--- config.mk ---
export PLATFORM = sky130hd
export DESIGN_NAME = irq_ctrl
export DESIGN_NICKNAME = d
export VERILOG_FILES = /design/src/rtl/irq_ctrl_pkg.sv /design/src/rtl/irq_prio_enc.sv /design/src/rtl/irq_ctrl.sv
export SDC_FILE = /design/constraint.sdc
export NUM_CORES = 1
export LEC_CHECK = 0
export BUFFER_PORTS_ARGS = -buffer_cell sky130_fd_sc_hd__buf_4
export CORE_ASPECT_RATIO = 1.25
export CORE_MARGIN = 2
export CORE_UTILIZATION = 35
export CTS_CLUSTER_DIAMETER = 80
export DETAILED_ROUTE_END_ITERATION = 10
export PLACE_DENSITY = 0.73
export SYNTH_ARGS = -nofsm -noshare
export SYNTH_HDL_FRONTEND = slang
export SYNTH_SLANG_ARGS = --single-unit
export TNS_END_PERCENT = 20
--- constraint.sdc ---
create_clock -name clk -period 2.15 [get_ports clk]
set_input_delay 0.43 -clock clk [delete_from_list [all_inputs] [get_ports clk]]
set_output_delay 0.43 -clock clk [all_outputs]
set_load 0.01 [all_outputs]
--- src/rtl/irq_ctrl_pkg.sv ---
// irq_ctrl_pkg: shared constants for the interrupt controller.
//   - bus widths and the word addresses of the four controller registers
//   - position of the valid flag in the CLAIM word and the timer source index
//   - FSM state encoding
//   - helper that builds the CLAIM read word from a source id
package irq_ctrl_pkg;

    localparam int unsigned IRQ_ADDR_W = 32;
    localparam int unsigned IRQ_DATA_W = 32;

    localparam logic [IRQ_ADDR_W-1:0] IRQ_PEND_ADDR  = 32'h5000_0000;
    localparam logic [IRQ_ADDR_W-1:0] IRQ_EN_ADDR    = 32'h5000_0004;
    localparam logic [IRQ_ADDR_W-1:0] IRQ_CLAIM_ADDR = 32'h5000_0008;
    localparam logic [IRQ_ADDR_W-1:0] IRQ_EOI_ADDR   = 32'h5000_000C;

    localparam int unsigned IRQ_CLAIM_VALID_BIT = 31;
    localparam int unsigned IRQ_TIM_SRC         = 0;

    typedef enum logic [1:0] {
        IRQ_ST_IDLE   = 2'd0,
        IRQ_ST_ASSERT = 2'd1,
        IRQ_ST_ACTIVE = 2'd2
    } irq_state_e;

    // CLAIM word: valid flag on top, id right-aligned, zeros in between.
    function automatic logic [IRQ_DATA_W-1:0] irq_claim_word(
        input logic [IRQ_CLAIM_VALID_BIT-1:0] id
    );
        irq_claim_word = {1'b1, id};
    endfunction

endpackage

--- src/rtl/irq_prio_enc.sv ---
// irq_prio_enc: combinational lowest-index-first priority encoder.
// Ports:
//   vec  in   N_SRC   request vector (bit 0 = highest priority)
//   any  out  1       at least one request set
//   id   out  ID_W    index of the lowest set bit (0 when none)
module irq_prio_enc
    import irq_ctrl_pkg::*;
#(
    parameter int unsigned N_SRC = 8,
    parameter int unsigned ID_W  = 5
) (
    input  logic [N_SRC-1:0] vec,
    output logic             any,
    output logic [ID_W-1:0]  id
);

    // Scan from the top down so the lowest set index is the last one written.
    always_comb begin
        any = |vec;
        id  = {ID_W{1'b0}};
        for (int i = N_SRC - 1; i >= 0; i--) begin
            if (vec[i]) begin
                id = ID_W'(i);
            end else begin
                id = id;
            end
        end
    end

endmodule

--- src/rtl/irq_ctrl.sv ---
// irq_ctrl: memory-mapped interrupt controller sharing one core interrupt line
// between the timer (source 0) and further peripherals.
// Ports:
//   clk             in   clock, all logic on posedge
//   rst_n           in   synchronous active-low reset
//   irq_r_addr_i    in   read address
//   irq_w_addr_i    in   write address
//   irq_data_i      in   write data
//   irq_r_enable_i  in   read strobe
//   irq_w_enable_i  in   write strobe
//   irq_src_i       in   level-high source lines (clk domain)
//   irq_data_o      out  registered read data (1-cycle latency, holds otherwise)
//   irq_o           out  interrupt request to the core
module irq_ctrl
    import irq_ctrl_pkg::*;
#(
    parameter int unsigned N_SRC = 8,
    parameter int unsigned ID_W  = 5
) (
    input  logic                  clk,
    input  logic                  rst_n,
    input  logic [IRQ_ADDR_W-1:0] irq_r_addr_i,
    input  logic [IRQ_ADDR_W-1:0] irq_w_addr_i,
    input  logic [IRQ_DATA_W-1:0] irq_data_i,
    input  logic                  irq_r_enable_i,
    input  logic                  irq_w_enable_i,
    input  logic [N_SRC-1:0]      irq_src_i,
    output logic [IRQ_DATA_W-1:0] irq_data_o,
    output logic                  irq_o
);

    // Widened vectors so a cur_id index is always in range whatever N_SRC is.
    localparam int unsigned EXT_W = 1 << ID_W;

    irq_state_e             state_r, state_nxt_s;
    logic [ID_W-1:0]        cur_id_r, cur_id_nxt_s;
    logic [N_SRC-1:0]       pend_r, en_r, src_q_r;
    logic [IRQ_DATA_W-1:0]  rdata_r, rdata_nxt_s;
    logic                   irq_r;

    logic [EXT_W-1:0]       en_ext_s;
    logic [EXT_W-1:0]       clr_ext_s;
    logic [N_SRC-1:0]       rise_s;
    logic                   claim_rd_s, claim_hit_s, eoi_wr_s, en_wr_s;
    logic                   enc_any_s;
    logic [ID_W-1:0]        enc_id_s;
    logic                   unused_s;

    assign claim_rd_s  = irq_r_enable_i && (irq_r_addr_i == IRQ_CLAIM_ADDR);
    assign eoi_wr_s    = irq_w_enable_i && (irq_w_addr_i == IRQ_EOI_ADDR);
    assign en_wr_s     = irq_w_enable_i && (irq_w_addr_i == IRQ_EN_ADDR);
    assign rise_s      = irq_src_i & ~src_q_r;
    assign en_ext_s    = EXT_W'(en_r);
    // A claim only counts while the claimed source is still enabled.
    assign claim_hit_s = claim_rd_s && (state_r == IRQ_ST_ASSERT) && en_ext_s[cur_id_r];
    assign unused_s    = ^{irq_data_i, clr_ext_s};

    irq_prio_enc #(
        .N_SRC (N_SRC),
        .ID_W  (ID_W)
    ) u_prio_enc (
        .vec (pend_r & en_r),
        .any (enc_any_s),
        .id  (enc_id_s)
    );

    // Next-state logic of the claim/EOI handshake and the pend clear mask.
    always_comb begin
        state_nxt_s  = state_r;
        cur_id_nxt_s = cur_id_r;
        clr_ext_s    = {EXT_W{1'b0}};
        case (state_r)
            IRQ_ST_IDLE: begin
                if (enc_any_s) begin
                    cur_id_nxt_s = enc_id_s;
                    state_nxt_s  = IRQ_ST_ASSERT;
                end else begin
                    state_nxt_s  = IRQ_ST_IDLE;
                end
            end
            IRQ_ST_ASSERT: begin
                // Source disabled before software claimed it: withdraw, keep pend.
                if (!en_ext_s[cur_id_r]) begin
                    state_nxt_s = IRQ_ST_IDLE;
                end else if (claim_rd_s) begin
                    state_nxt_s = IRQ_ST_ACTIVE;
                    clr_ext_s   = EXT_W'(1) << cur_id_r;
                end else begin
                    state_nxt_s = IRQ_ST_ASSERT;
                end
            end
            IRQ_ST_ACTIVE: begin
                if (eoi_wr_s && (irq_data_i[ID_W-1:0] == cur_id_r)) begin
                    state_nxt_s = IRQ_ST_IDLE;
                end else begin
                    state_nxt_s = IRQ_ST_ACTIVE;
                end
            end
            default: begin
                state_nxt_s = IRQ_ST_IDLE;
            end
        endcase
    end

    // Read data mux; CLAIM sees the pre-update state of this cycle.
    always_comb begin
        rdata_nxt_s = {IRQ_DATA_W{1'b0}};
        case (irq_r_addr_i)
            IRQ_PEND_ADDR:  rdata_nxt_s = IRQ_DATA_W'(pend_r);
            IRQ_EN_ADDR:    rdata_nxt_s = IRQ_DATA_W'(en_r);
            IRQ_CLAIM_ADDR: begin
                if (claim_hit_s) begin
                    rdata_nxt_s = irq_claim_word(IRQ_CLAIM_VALID_BIT'(cur_id_r));
                end else begin
                    rdata_nxt_s = {IRQ_DATA_W{1'b0}};
                end
            end
            default:        rdata_nxt_s = {IRQ_DATA_W{1'b0}};
        endcase
    end

    // State, source history, pending/enable registers and registered outputs.
    always_ff @(posedge clk) begin
        if (!rst_n) begin
            state_r  <= IRQ_ST_IDLE;
            cur_id_r <= {ID_W{1'b0}};
            pend_r   <= {N_SRC{1'b0}};
            en_r     <= {N_SRC{1'b0}};
            src_q_r  <= {N_SRC{1'b0}};
            rdata_r  <= {IRQ_DATA_W{1'b0}};
            irq_r    <= 1'b0;
        end else begin
            state_r  <= state_nxt_s;
            cur_id_r <= cur_id_nxt_s;
            src_q_r  <= irq_src_i;
            // A new edge on the bit being claimed wins over the clear.
            pend_r   <= (pend_r & ~clr_ext_s[N_SRC-1:0]) | rise_s;
            irq_r    <= (state_nxt_s == IRQ_ST_ASSERT);
            if (en_wr_s) begin
                en_r <= irq_data_i[N_SRC-1:0];
            end else begin
                en_r <= en_r;
            end
            if (irq_r_enable_i) begin
                rdata_r <= rdata_nxt_s;
            end else begin
                rdata_r <= rdata_r;
            end
        end
    end

    assign irq_data_o = rdata_r;
    assign irq_o      = irq_r;

endmodule
After elaboration in Yosys (flattened, before gate mapping)
Cells that the tools add are included.

word-level totals
  flip-flop bits (word level) = 64
  bits of input ports = 108
  output and inout bits = 33
  logic and storage cells = 53

operators by class
  $lt $le $gt $ge = 1
  eq/ne operators = 9
  shift operators = 1
  mux-type cells = 20
  bitwise operators = 6
  reduce and logical (&&, ||, !) cells = 9

operators with widths
  operator                                                     number
  equality test 32 x 31 -> 1 bit (second input constant)       5
  case mux 32 bit (3 select lines)                             1
  2-to-1 mux 32 bit                                            1
  bitwise AND 8 bit                                            3
  2-to-1 mux 3 bit                                             8
  2-to-1 mux 8 bit                                             3
  inverter 8 bit                                               2
  OR 8 bit                                                     1
  OR reduction 8 bit                                           1
  << shifter 1 x 5 -> 8 bit (first input constant)             1
  logical AND 1 bit                                            6
  less-than comparator 5 x 6 -> 1 bit (second input constant)  1
  2-to-1 mux 2 bit                                             3
  case mux 2 bit (3 select lines)                              1
  binary-select mux 1 bit (select 5 bit)                       1
  equality test 5 bit                                          1
  equality test 2 x 1 -> 1 bit (second input constant)         2
  equality test 2 bit (second input constant)                  1
  zero test 2 bit                                              1
  2-to-1 mux 1 bit                                             2
  AND reduction 2 bit                                          1

Longest topological paths before layout
Gate-level depths: netlist of the first run.

  word-level depth = 9
  gate-level depth with buffers = 6
  gate-level depth less buffers = 5

By module
From an unflattened synthesis of the first run, not the netlist that was laid out.

unflattened totals
  cell total of the unflattened synthesis = 262
  area, all modules = 2399.8 um^2

by module, submodules not included
  module        instances  cells an instance  area each (um^2)  seq. area each (um^2)
  irq_ctrl      1          246                2299.7            820.8
  irq_prio_enc  1          16                 100.1             0.0

Worst setup path before layout of the first run
OpenSTA, ideal clock, no wires.

  kind = input port to flip-flop
  from = input port irq_r_addr_i[2]
  to = register pend_r[0]
  setup time = 0.134 ns
  arrival = 1.617 ns
  data required time = 2.016 ns
  setup slack = 0.399 ns
  cell stages on the path = 5
  path through = buf_2 -> nand2b_1 -> or3b_1 -> nor4b_4 -> a31oi_1

between the ends
  cells in the longest elaborated chain, start to end = 8

ends and longest elaborated chain
  what                            line             RTL
  from (decl)                     irq_ctrl.sv:22   input logic [IRQ_ADDR_W-1:0] irq_r_addr_i,
  equality test 32 x 31 -> 1 bit  irq_ctrl.sv:49   assign claim_rd_s = irq_r_enable_i && (irq_r_addr_i == IRQ_CLAIM_ADDR);
  logical AND 1 bit               irq_ctrl.sv:49
  2-to-1 mux 8 bit                irq_ctrl.sv:85   end else if (claim_rd_s) begin
  2-to-1 mux 8 bit                irq_ctrl.sv:83   if (!en_ext_s[cur_id_r]) begin
  2-to-1 mux 8 bit                irq_ctrl.sv:72   case (state_r)
  inverter 8 bit                  irq_ctrl.sv:137  pend_r <= (pend_r & ~clr_ext_s[N_SRC-1:0]) | rise_s;
  bitwise AND 8 bit               irq_ctrl.sv:137
  OR 8 bit                        irq_ctrl.sv:137
  to (signal assigned)            irq_ctrl.sv:127  pend_r <= {N_SRC{1'b0}};
  to (signal assigned)            irq_ctrl.sv:137
  to (decl)                       irq_ctrl.sv:37   logic [N_SRC-1:0] pend_r, en_r, src_q_r;

Every way passes these cells.
A chain may end at the register's enable or synchronous reset.

Worst setup path in the final report of the first run
  from = register cur_id_r[1]
  to = register rdata_r[2], in the netlist irq_data_o[2]

between the ends
  cells in the longest elaborated chain, start to end = 5

ends and longest elaborated chain
  what                                    line             RTL
  from (decl)                             irq_ctrl.sv:36   logic [ID_W-1:0] cur_id_r, cur_id_nxt_s;
  from (signal assigned)                  irq_ctrl.sv:126  cur_id_r <= {ID_W{1'b0}};
  from (signal assigned)                  irq_ctrl.sv:134  cur_id_r <= cur_id_nxt_s;
  binary-select mux 1 bit (select 5 bit)  irq_ctrl.sv:55   assign claim_hit_s = claim_rd_s && (state_r == IRQ_ST_ASSERT) && en_ext_s[cur_id_r];
  2-to-1 mux 1 bit (not written as such)  irq_ctrl.sv:55
  logical AND 1 bit                       irq_ctrl.sv:55
  2-to-1 mux 32 bit                       irq_ctrl.sv:112  if (claim_hit_s) begin
  case mux 32 bit (3 select lines)        irq_ctrl.sv:108  case (irq_r_addr_i)
  to (signal assigned)                    irq_ctrl.sv:130  rdata_r <= {IRQ_DATA_W{1'b0}};
  to (signal assigned)                    irq_ctrl.sv:145  rdata_r <= rdata_nxt_s;
  to (signal assigned)                    irq_ctrl.sv:147  rdata_r <= rdata_r;
  to (decl)                               irq_ctrl.sv:38   logic [IRQ_DATA_W-1:0] rdata_r, rdata_nxt_s;

Every way passes these cells. The select of a mux whose other input is x is not followed.

==> key figures, run 1 <==
Outcome
  • Status: complete, no violations

Layout
  • Area growth, synth to finish: 36.2%
  • Final net count: 448
  • Share of cells above drive strength 1: around 35%
  • Final non-filler cell total: roughly 430
  • Most frequent cells in the layout: buf_4 (97), dfxtp_1 (39), conb_1 (23)
  • Antenna Cells: 0
  • Leading cell type in the layout, fill and taps excluded: buf_4
  • Finished Core Util: between 40% and 50%

Placed design
  • Dpl cells: roughly 420
  • DP HPWL: 4590 µm
  • Port Buffer Count: 93
  • RD Place Congestion: 0.930

Timing
  • Min Tclk post-route: roughly 1.8 ns
  • Fmax: roughly 0.56 GHz
  • # setup viols final: 0
  • TNS Setup: 0 ns
  • Measured slew at the worst slew-check pin: ~0.66 ns
  • Fin. Hold Viols: 0
  • Crit share post-route: 83.0%
  • Max_slew headroom: around 56%
  • Slew Limit Fails: 0
  • Setup Skew: roughly 0.006 ns
  • Hold slack: about 0.34 ns
  • RSZ-0062 raised after global routing: no

Clock network
  • Root Buffer: clkbuf_8
  • Cts bufs inserted: 5
  • Clock sinks: 39
  • H-Tree Depth: 2
  • Hold_buf cts: 0
  • Post-CTS Setup Inserts: 0
  • Clock slew at the register clock pins of the worst setup and hold paths: 0.07 ns
  • CTS tree: yes
  • Clock latency on the worst-skew pair: between 0.2 and 0.3 ns
  • # resized after CTS: 0
  • Clock Tree Buf Depth: 2

Global route
  • First-pass GRT wire length: 9230 µm
  • GRT Util Overall: 17.4%
  • Pin count of the biggest net entering global routing: 22
  • Vias in the first global route: 2,037
  • Initial antenna violation count: 0
  • Global route total overflow: 0

Floorplan
  • Row cnt: 32
  • Initial Utilization: between 30% and 40%
  • Die height: 92.1 µm
  • Die area: 6860 µm²
  • I/O pins: about 140
  • DIE WIDTH: 74.5 µm
  • Core area: approximately 6100 µm²

Power
  • Static leakage: ~0.0012 µW
  • Share of power burned in registers: between 50% and 60%
  • Worst vdd ir: about 0.00036 V
  • Clock share of power: approximately 33%
  • Power per Cell Area: 486 nW/µm²
  • Comb power frac: 14.8%
  • Switch Pwr: around 340 µW
  • Internal: around 1100 µW
  • Switching share of power: a little under a quarter

Detailed routing
  • First drt pass iteration count: 4
  • Vias per cell: slightly below 5
  • Initial drt markers: 92
  • DR WL/cell: between 10 and 15 µm
  • Routed Antenna Nets: 0
  • Total wire length: about 5800 µm
  • Vias post-DR: ~2,100
  • DRC viols: 0

Yosys
  • Post-synth top flop: dfxtp_1
  • Sequential area share after synthesis: between 30% and 40%
  • Synth Register Bits: 39
  • Syn Area/Cell: between 8 and 9 µm²
  • EDFF count, synth: 0
  • Post-synth ARST share: 0%
  • Gate Count Post-Synth: 245
  • Synth unique cells: between 40 and 50
  • Yosys warning count: 0
  • Mapped Area: 2170 µm²
  • Top-area cell type share of the netlist area: about 36%
  • Synth area leader: dfxtp_1
  • Top post-synthesis cells by area: dfxtp_1 (36%), buf_4 (7.9%), mux2i_1 (6.0%)

Worst setup path
  • Arrival time at the worst endpoint: just under 2 ns
  • Critical Path RT: 2.34 ns
  • Worst setup SP type: flop
  • Crit Path Category: flop to flop
  • Worst Setup End Kind: flop
  • Worst-path fanout max: 4
  • Reg2Reg Depth: 5

Hold path
  • HP Class: primary input to flop
  • Hold path cells: 2

Job
  • Max-Cap Viols: 0
[layout make-up]
cell class,instances,area [µm²]
fill,616,3130
multi-input combinational,195,1250
sequential,39,781
timing repair buffer,97,728
tap,85,106
clock buffer,7,76.3
inverter,2,7.51
clock inverter,1,5.00
[final timing paths]
check,slack (ns),startpoint,to
min reg2reg,0.45,irq_data_o[2],irq_data_o[2]
max reg2reg,0.37,cur_id_r[1],irq_data_o[2]
min,0.34,irq_src_i[6],src_q_r[6]
max,0.37,cur_id_r[1],irq_data_o[2]
[cell usage after synthesis (3+ instances only)]
library cell,instances
a31oi_1,4
and2_1,9
dfxtp_1,39
xnor2_1,3
mux2i_1,13
nor2b_1,4
nand3_1,3
nor4_1,7
o21ai_0,6
buf_4,23
or3_1,5
a22oi_1,6
a21oi_1,15
nand4_1,8
o21ai_1,3
nor4_2,3
mux2_2,3
nand2_1,19
nand2b_1,16
clkbuf_1,4
nor2_1,18
[critical path: stages, from the launching register on]
cell	delay, ns
dfxtp_1	0.44
mux4_2	0.58
mux2i_2	0.26
nor2_1	0.10
a22oi_1	0.22
o21ai_1	0.09
[kinds of logic (layout without fill, tap and decap cells)]
family / count (synthesis) / count (layout) / share of synthesized area, %
other cells: 1 / 23 / 0.173
simple gates: 107 / 107 / 30.0
compound gates: 43 / 43 / 12.3
flops: 39 / 39 / 35.9
xor+xnor: 3 / 3 / 1.21
mux: 19 / 19 / 10.3
buf+inv: 33 / 107 / 10.1
[per-layer routing]
layer,routed length [µm],part of all wire [%],global-route usage (%),vias up
met2,3040,53,30.8,101
met4,146,2.5,8.33,0
li1,-,-,-,1028
met5,0,0,0,-
met1,2130,37,18.9,938
met3,459,7.9,4.18,15
[through the flow]
step | instance area, µm² | total power [µW] | setup WS [ns]
2_1_floorplan | 2250 | 875 | 0.399
3_3_place_gp | 2880 | 978 | 0.158
3_5_place_dp | 2880 | 984 | 0.0883
4_1_cts | 2960 | 1460 | 0.365
5_1_grt | 2960 | 1510 | 0.256
6_report | 2960 | 1440 | 0.365
[power by group through the flow]
stage / Combinational, µW / Sequential, µW / Clock, µW
2_1_floorplan: 108 / 767 / 0
3_3_place_gp: 208 / 770 / 0
3_5_place_dp: 213 / 771 / 0
4_1_cts: 214 / 754 / 490
5_1_grt: 238 / 757 / 518
6_report: 213 / 755 / 469
[flip-flops by register name, indices dropped and copies added (netlist names)]
| name | flops |
|---|---|
| pend_r | 8 |
| en_r | 8 |
| cur_id_r | 3 |
| src_q_r | 8 |
| state_r | 2 |
| irq_o | 1 |
| irq_data_o | 9 |
Note: power is estimated with default switching activity, not from simulation.
==> run 2, diff against run 1 <==
ABC_AREA = 1   (was unset)
clock period = 1.6 ns   (was 2.15 ns; I/O delays follow)
==> run 2 against run 1 <==
Effect of this change:
- worst setup slack got worse by 0.35 ns
- maximum frequency increased by 13%
- combinational power increased by 64%
- total power increased by 64%
- synthesized cell count increased by 69%
- final cell count increased by 47%
- final area increased by 24%
- largest cell class unchanged
- global-route usage increased by 1.5 points
- sequential power increased by 35%
- die area increased by 18%
- critical path depth increased by 7
==> key figures, run 2 <==
Timing
  • # setup viols final: 0 (unchanged)
  • Crit share post-route: 99.1% (+16 points)
  • Fmax: 0.631 GHz (+13%)
  • Setup Skew: 0.0111 ns (+0.00513 ns)
  • RSZ-0062 raised after global routing: yes
  • TNS Setup: 0 ns (unchanged)
  • Min Tclk post-route: 1.59 ns (-0.199 ns)
  • Fin. Hold Viols: 0 (unchanged)
  • Setup ws final: 0.0146 ns (-0.351 ns)
  • Slew Limit Fails: 0 (unchanged)

Detailed routing
  • Initial drt markers: 107 (+16%)
  • Total wire length: 7160 µm (+24%)
  • Metal3 WL: 457 µm (-0.44%)
  • Vias post-DR: 2,894 (+39%)
  • Routed Antenna Nets: 0 (unchanged)
  • Met2 routed WL: 3830 µm (+26%)
  • Vias per cell: 4.61 (-5.7%)
  • DRC viols: 0 (unchanged)
  • Uppermost layer routed: met4
  • First drt pass iteration count: 4 (unchanged)
  • DR WL/cell: 11.4 µm (-16%)
  • M1 wire length: 2720 µm (+27%)

Yosys
  • Top post-synthesis cells by area: dfxtp_1 (30%), nand2_1 (14%), nor2_1 (10%)
  • Post-synth ARST share: 0% (unchanged)
  • Synth area leader: dfxtp_1
  • Syn Area/Cell: 6.23 µm² (-30%)
  • Commonest cells in the netlist: nand2_1 (96), nor2_1 (69), inv_1 (56), dfxtp_1 (39), nand3_1 (31)
  • Mapped Area: 2580 µm² (+19%)
  • Yosys warning count: 0 (unchanged)
  • Synth Register Bits: 39 (unchanged)
  • Sequential area share after synthesis: 30.3% (-5.7 points)
  • Top-area cell type share of the netlist area: 30.3% (-5.7 points)
  • Most numerous cell in the Yosys netlist: nand2_1
  • Post-synth top flop: dfxtp_1
  • EDFF count, synth: 0 (unchanged)
  • Synth unique cells: 34 (-29%)
  • Gate Count Post-Synth: 414 (+69%)

Floorplan
  • DIE WIDTH: 80.8 µm (+8.5%)
  • Row cnt: 35 (+9.4%)
  • Initial Utilization: 35.5% (-0.22 points)
  • Die area: 8070 µm² (+18%)
  • Core area: 7270 µm² (+19%)
  • Die height: 100 µm (+8.6%)
  • I/O pins: 141 (unchanged)

Clock network
  • Hold_buf cts: 0 (unchanged)
  • CTS tree: yes
  • Clock latency on the worst-skew pair: 0.30 ns (about the same)
  • Clock sinks: 39 (unchanged)
  • Root Buffer: clkbuf_8
  • Cts bufs inserted: 5 (unchanged)
  • Clock Tree Buf Depth: 2 (unchanged)
  • Clock slew at the register clock pins of the worst setup and hold paths: 0.08 ns (about the same)
  • H-Tree Depth: 2 (unchanged)

Placed design
  • RD Place Congestion: 0.877 (-5.8%)
  • Pre-CTS WS: -0.160 ns (-0.248 ns)
  • Dpl cells: 619 (+48%)
  • Post-DP Area: 3470 µm² (+21%)
  • Port Buffer Count: 93 (unchanged)
  • DP HPWL: 5960 µm (+30%)

Job
  • Max-Cap Viols: 0 (unchanged)

Layout
  • Final non-filler cell total: 628 (+47%)
  • Share of cells above drive strength 1: 31.3% (-3.3 points)
  • Design Area, Final: 3660 µm² (+24%)
  • Area growth, synth to finish: 41.9%
  • Final net count: 643 (+44%)
  • Fillers: 794 (+29%)
  • Most frequent cells in the layout: buf_4 (120), nand2_1 (90), nor2_1 (68)
  • Largest register FFs: 9 (unchanged)
  • Antenna Cells: 0 (unchanged)
  • Leading cell type in the layout, fill and taps excluded: buf_4

Power
  • Switching share of power: 23.4% (-0.16 points)
  • Static leakage: 0.00183 µW (+51%)
  • Power per Cell Area: 645 nW/µm² (+33%)
  • Comb power frac: 14.8% (about the same)
  • Clock share of power: 42.2% (+9.6 points)
  • Pwr Total: 2360 µW (+64%)
  • Switch Pwr: 553 µW (+63%)
  • Worst vdd ir: 0.000656 V (+80%)
  • Share of power burned in registers: 43.1% (-9.4 points)
  • Internal: 1810 µW (+65%)

Worst setup path
  • Crit Path Category: flop to flop
  • Worst-path fanout max: 8 (+4)
  • Critical Path RT: 1.78 ns (-0.56 ns)
  • Worst Setup End Kind: flop
  • Worst setup SP type: flop
  • Arrival time at the worst endpoint: 1.76 ns (-0.21 ns)

Global route
  • First-pass GRT wire length: 12,200 µm (+32%)
  • Initial antenna violation count: 0 (unchanged)
  • GRT Util Overall: 18.9% (+1.5 points)
  • Global route total overflow: 0 (unchanged)
  • Vias in the first global route: 2,872 (+41%)
  • Pin count of the biggest net entering global routing: 15 (-32%)

Outcome
  • Status: complete, no violations

Hold path
  • HP Class: primary input to flop
## run 2: cell types whose count changed in the layout (fill, tap and decap cells not counted), sizes merged, moves of 5 or more
cell	delta
nand2	+79
buf	+26
nor2	+61
o21ai	+13
nor4b	-5
nor4	-5
inv	+58
mux2i	-14
a22oi	-6
and2	-9
nand3	+31
nand2b	-16
## run 2: layer usage
metal	vias to the layer above	global-route usage [%]
met3	12	3.24
li1	1499	-
met5	-	0
met4	0	6.13
met1	1289	20.3
met2	94	36.5
## run 2: repair_timing
| item | in CTS | in global routing |
|---|---|---|
| pin swaps | 0 | 9 |
| gates resized for setup | 5 | 17 |
| gates cloned | 0 | 0 |
| endpoints found under the setup margin | 13 | 16 |
| setup buffers | 0 | 1 |
## run 2: cell families (layout without fill, tap and decap cells)
family	after synthesis	in the layout	synth area share (%)
buffers and inverters	91	191	17.5
flip-flops	39	39	30.3
XOR/XNOR	3	3	1.02
AO/OA/AOI/OAI	44	44	9.90
AND/OR/NAND/NOR	236	236	41.2
other	1	23	0.145
## run 2: through the flow
step	hold slack, ns	utilization (%)
floorplan	0.399	-
global placement	0.401	47.7
detailed placement	0.405	47.7
CTS	0.205	49.8
global route	0.232	50.3
finish	0.211	50.3
## run 2: path summary, 6_finish.rpt
path                                    to  slack (ns)         start  cells after the start
worst max-delay path             pend_r[2]        0.01   cur_id_r[0]                     12
worst min-delay path            src_q_r[5]        0.21  irq_src_i[5]                      3
worst max register to register   pend_r[2]        0.01   cur_id_r[0]                     12
worst min register to register   pend_r[6]        0.41    src_q_r[6]                      1
## run 2: worst max-delay path, cell delays in order, from the launching register on
cell and delay [ns]:
dfxtp_4 0.39, buf_6 0.13, nand2_2 0.05, nand2_2 0.04
nand2_1 0.05, nand2_1 0.06, nand2_1 0.07, nand2_2 0.07
nor2_4 0.19, buf_6 0.14, nand4_1 0.10, nand3_1 0.09
o21ai_0 0.08
## run 2: final cells by class
type | count | area, µm² | share of cell area, %
Tap cell | 92 | 115 | 3.15
Timing Repair Buffer | 123 | 935 | 25.5
Clock buffer | 5 | 68.8 | 1.88
Inverter | 60 | 228 | 6.22
Clock inverter | 3 | 67.6 | 1.85
Multi-Input combinational cell | 306 | 1460 | 39.8
Sequential cell | 39 | 787 | 21.5
## run 2: power groups by stage
stage / Combinational [µW] / Clock (µW) / Sequential, µW
after floorplan: 169 / 0 / 1040
after global placement: 338 / 0 / 1040
after detailed placement: 347 / 0 / 1040
after CTS: 348 / 1010 / 1020
after global routing: 392 / 1050 / 1020
final: 349 / 996 / 1020
==> run 3, diff against run 2 <==
CORE_UTILIZATION = 40   (was 35)
PLACE_DENSITY = 0.81   (was 0.73)
SETUP_SLACK_MARGIN = 0.05   (was unset)
==> run 3 against run 2 <==
Effect of this change:
- global-route usage up 0.55 points
- clock power down 34%
- clock skew down 0.0026 ns
- first-iteration DRC count up 28%
- worst hold slack better by 0.0059 ns
==> key figures, run 3 (synthesis results as in run 2) <==
Detailed routing
  • Total wire length: 6760 µm (-5.6%)
  • Initial drt markers: 137 (+28%)
  • First drt pass iteration count: 7 (+3)
  • DR WL/cell: 11.0 µm (-3.6%)
  • Vias post-DR: 2,911 (+0.59%)
  • Routed Antenna Nets: 0 (unchanged)
  • DRC viols: 0 (unchanged)
  • Vias per cell: 4.73 (+2.7%)

Timing
  • Hold slack: 0.217 ns (+0.00587 ns)
  • Setup ws final: 0.0552 ns (+0.0406 ns)
  • Fin. Hold Viols: 0 (unchanged)
  • Crit share post-route: 96.6% (-2.5 points)
  • Setup Skew: 0.00850 ns (-0.00256 ns)
  • RSZ-0062 raised after global routing: yes
  • Min Tclk post-route: 1.54 ns (-0.0406 ns)
  • Fmax: 0.647 GHz (+2.6%)
  • # setup viols final: 0 (unchanged)
  • Slew Limit Fails: 0 (unchanged)
  • TNS Setup: 0 ns (unchanged)

Floorplan
  • Initial Utilization: 41.6% (+6.1 points)
  • Die height: 93.8 µm (-6.2%)
  • I/O pins: 141 (unchanged)
  • Row cnt: 32 (-8.6%)
  • Core area: 6210 µm² (-15%)
  • Die area: 7110 µm² (-12%)
  • DIE WIDTH: 75.8 µm (-6.1%)

Worst setup path
  • Reg-to-reg startpoint: cur_id_r[0]
  • Worst-path fanout max: 6 (-2)
  • Reg2Reg Depth: 13 (+1)
  • Crit Path Category: flop to flop
  • Arrival time at the worst endpoint: 1.78 ns (+0.02 ns)
  • Worst setup SP type: flop
  • Critical Path RT: 1.84 ns (+0.06 ns)
  • CP startpoint: cur_id_r[0]
  • Worst Setup End Kind: flop

Power
  • Static leakage: 0.00178 µW (-2.5%)
  • Power per Cell Area: 562 nW/µm² (-13%)
  • Worst vdd ir: 0.000472 V (-28%)

Placed design
  • RD Place Congestion: 0.941 (+7.4%)
  • DP HPWL: 5630 µm (-5.6%)
  • Port Buffer Count: 93 (unchanged)
  • Pre-CTS WS: -0.130 ns (+0.0305 ns)
  • Dpl cells: 605 (-2.3%)

Clock network
  • Clock Tree Buf Depth: 2 (unchanged)
  • Clock sinks: 39 (unchanged)
  • Cts bufs inserted: 5 (unchanged)
  • Hold_buf cts: 0 (unchanged)
  • Clock slew at the register clock pins of the worst setup and hold paths: 0.08 ns (about the same)
  • CTS tree: yes
  • Clock latency on the worst-skew pair: 0.30 ns (about the same)
  • Root Buffer: clkbuf_8
  • H-Tree Depth: 2 (unchanged)

Global route
  • First-pass GRT wire length: 11,000 µm (-10%)
  • Global route total overflow: 0 (unchanged)
  • GRT Util Overall: 19.5% (+0.55 points)
  • Vias in the first global route: 2,808 (-2.2%)
  • Initial antenna violation count: 0 (unchanged)
  • Pin count of the biggest net entering global routing: 17 (+2)

Layout
  • Share of cells above drive strength 1: 30.6% (-0.78 points)
  • Most frequent cells in the layout: buf_4 (113), nand2_1 (91), nor2_1 (68)
  • Fillers: 628 (-21%)
  • Multi-input gate area: 1460 µm² (-0.17%)
  • Final non-filler cell total: 615 (-2.1%)
  • Antenna Cells: 0 (unchanged)
  • Register Area: 787 µm² (unchanged)
  • Largest register FFs: 9 (unchanged)
  • Final net count: 637 (-0.93%)
  • Leading cell type in the layout, fill and taps excluded: buf_4
  • Area growth, synth to finish: 38.2%

Hold path
  • HP Class: primary input to flop
  • Hold path cells: 3 (unchanged)
  • Hold_sp: irq_src_i[5]

Job
  • Max-Cap Viols: 0 (unchanged)

Outcome
  • Status: complete, no violations
## run 3: cell types whose count changed in the layout (fill, tap and decap cells not counted), moves of 2 or more
cell	previous run	this run
buf_4	120	113
bufinv_16	2	0
o21ai_0	14	12
o21ai_1	7	9
## run 3: path summary, 6_finish.rpt
kind | end | slack (ns)
max | irq_data_o[0] | 0.06
min | src_q_r[5] | 0.22
max reg2reg | irq_data_o[0] | 0.06
min reg2reg | pend_r[3] | 0.41
## run 3: power breakdown
| part | switching (µW) | total (µW) | internal, µW |
|---|---|---|---|
| clock network | 355 | 658 | 303 |
| registers | 21.8 | 1020 | 999 |
| logic | 148 | 324 | 176 |
| total | 524 | 2000 | 1480 |
## run 3: stage by stage
stage	util (%)	instance area (µm²)	power [µW]
floorplan	-	2660	1210
global placement	55.1	3420	1360
detailed placement	55.1	3420	1370
CTS	57.0	3530	2020
global route	57.4	3560	2110
finish	57.4	3560	2000
## run 3: per-layer routing
metal  up-vias  wire [µm]  track usage [%]
li1       1487          -                -
met1      1284       2620             21.0
met2       118       3440             34.5
met3        22        494             4.61
met4         0        207             8.92
met5         -          0                0
## run 3: final cells by class
type | instances | area share, %
inverter | 60 | 6.32
timing repair buffer | 117 | 25.3
multi-input combinational | 306 | 40.8
clock inverter | 3 | 0.562
sequential | 39 | 22.1
tap | 85 | 2.98
clock buffer | 5 | 1.93
## run 3: timing repair
action,in CTS,in global routing
setup buffers,1,1
pin swaps,1,12
hold endpoints to repair,0,0
gates resized for setup,9,13
setup endpoints to repair,14,18
## run 3: worst max-delay path, cell delays in order, from the launching register on
cell and delay [ns]:
dfxtp_4 0.37, buf_6 0.13, nand2_2 0.06, nand2_2 0.05, nand2_1 0.06, nand2_1 0.05
nand2_1 0.06, nand2_2 0.07, nor2_4 0.18, buf_6 0.14, nand3_2 0.06, nand2_1 0.08
nand2_2 0.06, a21oi_2 0.12
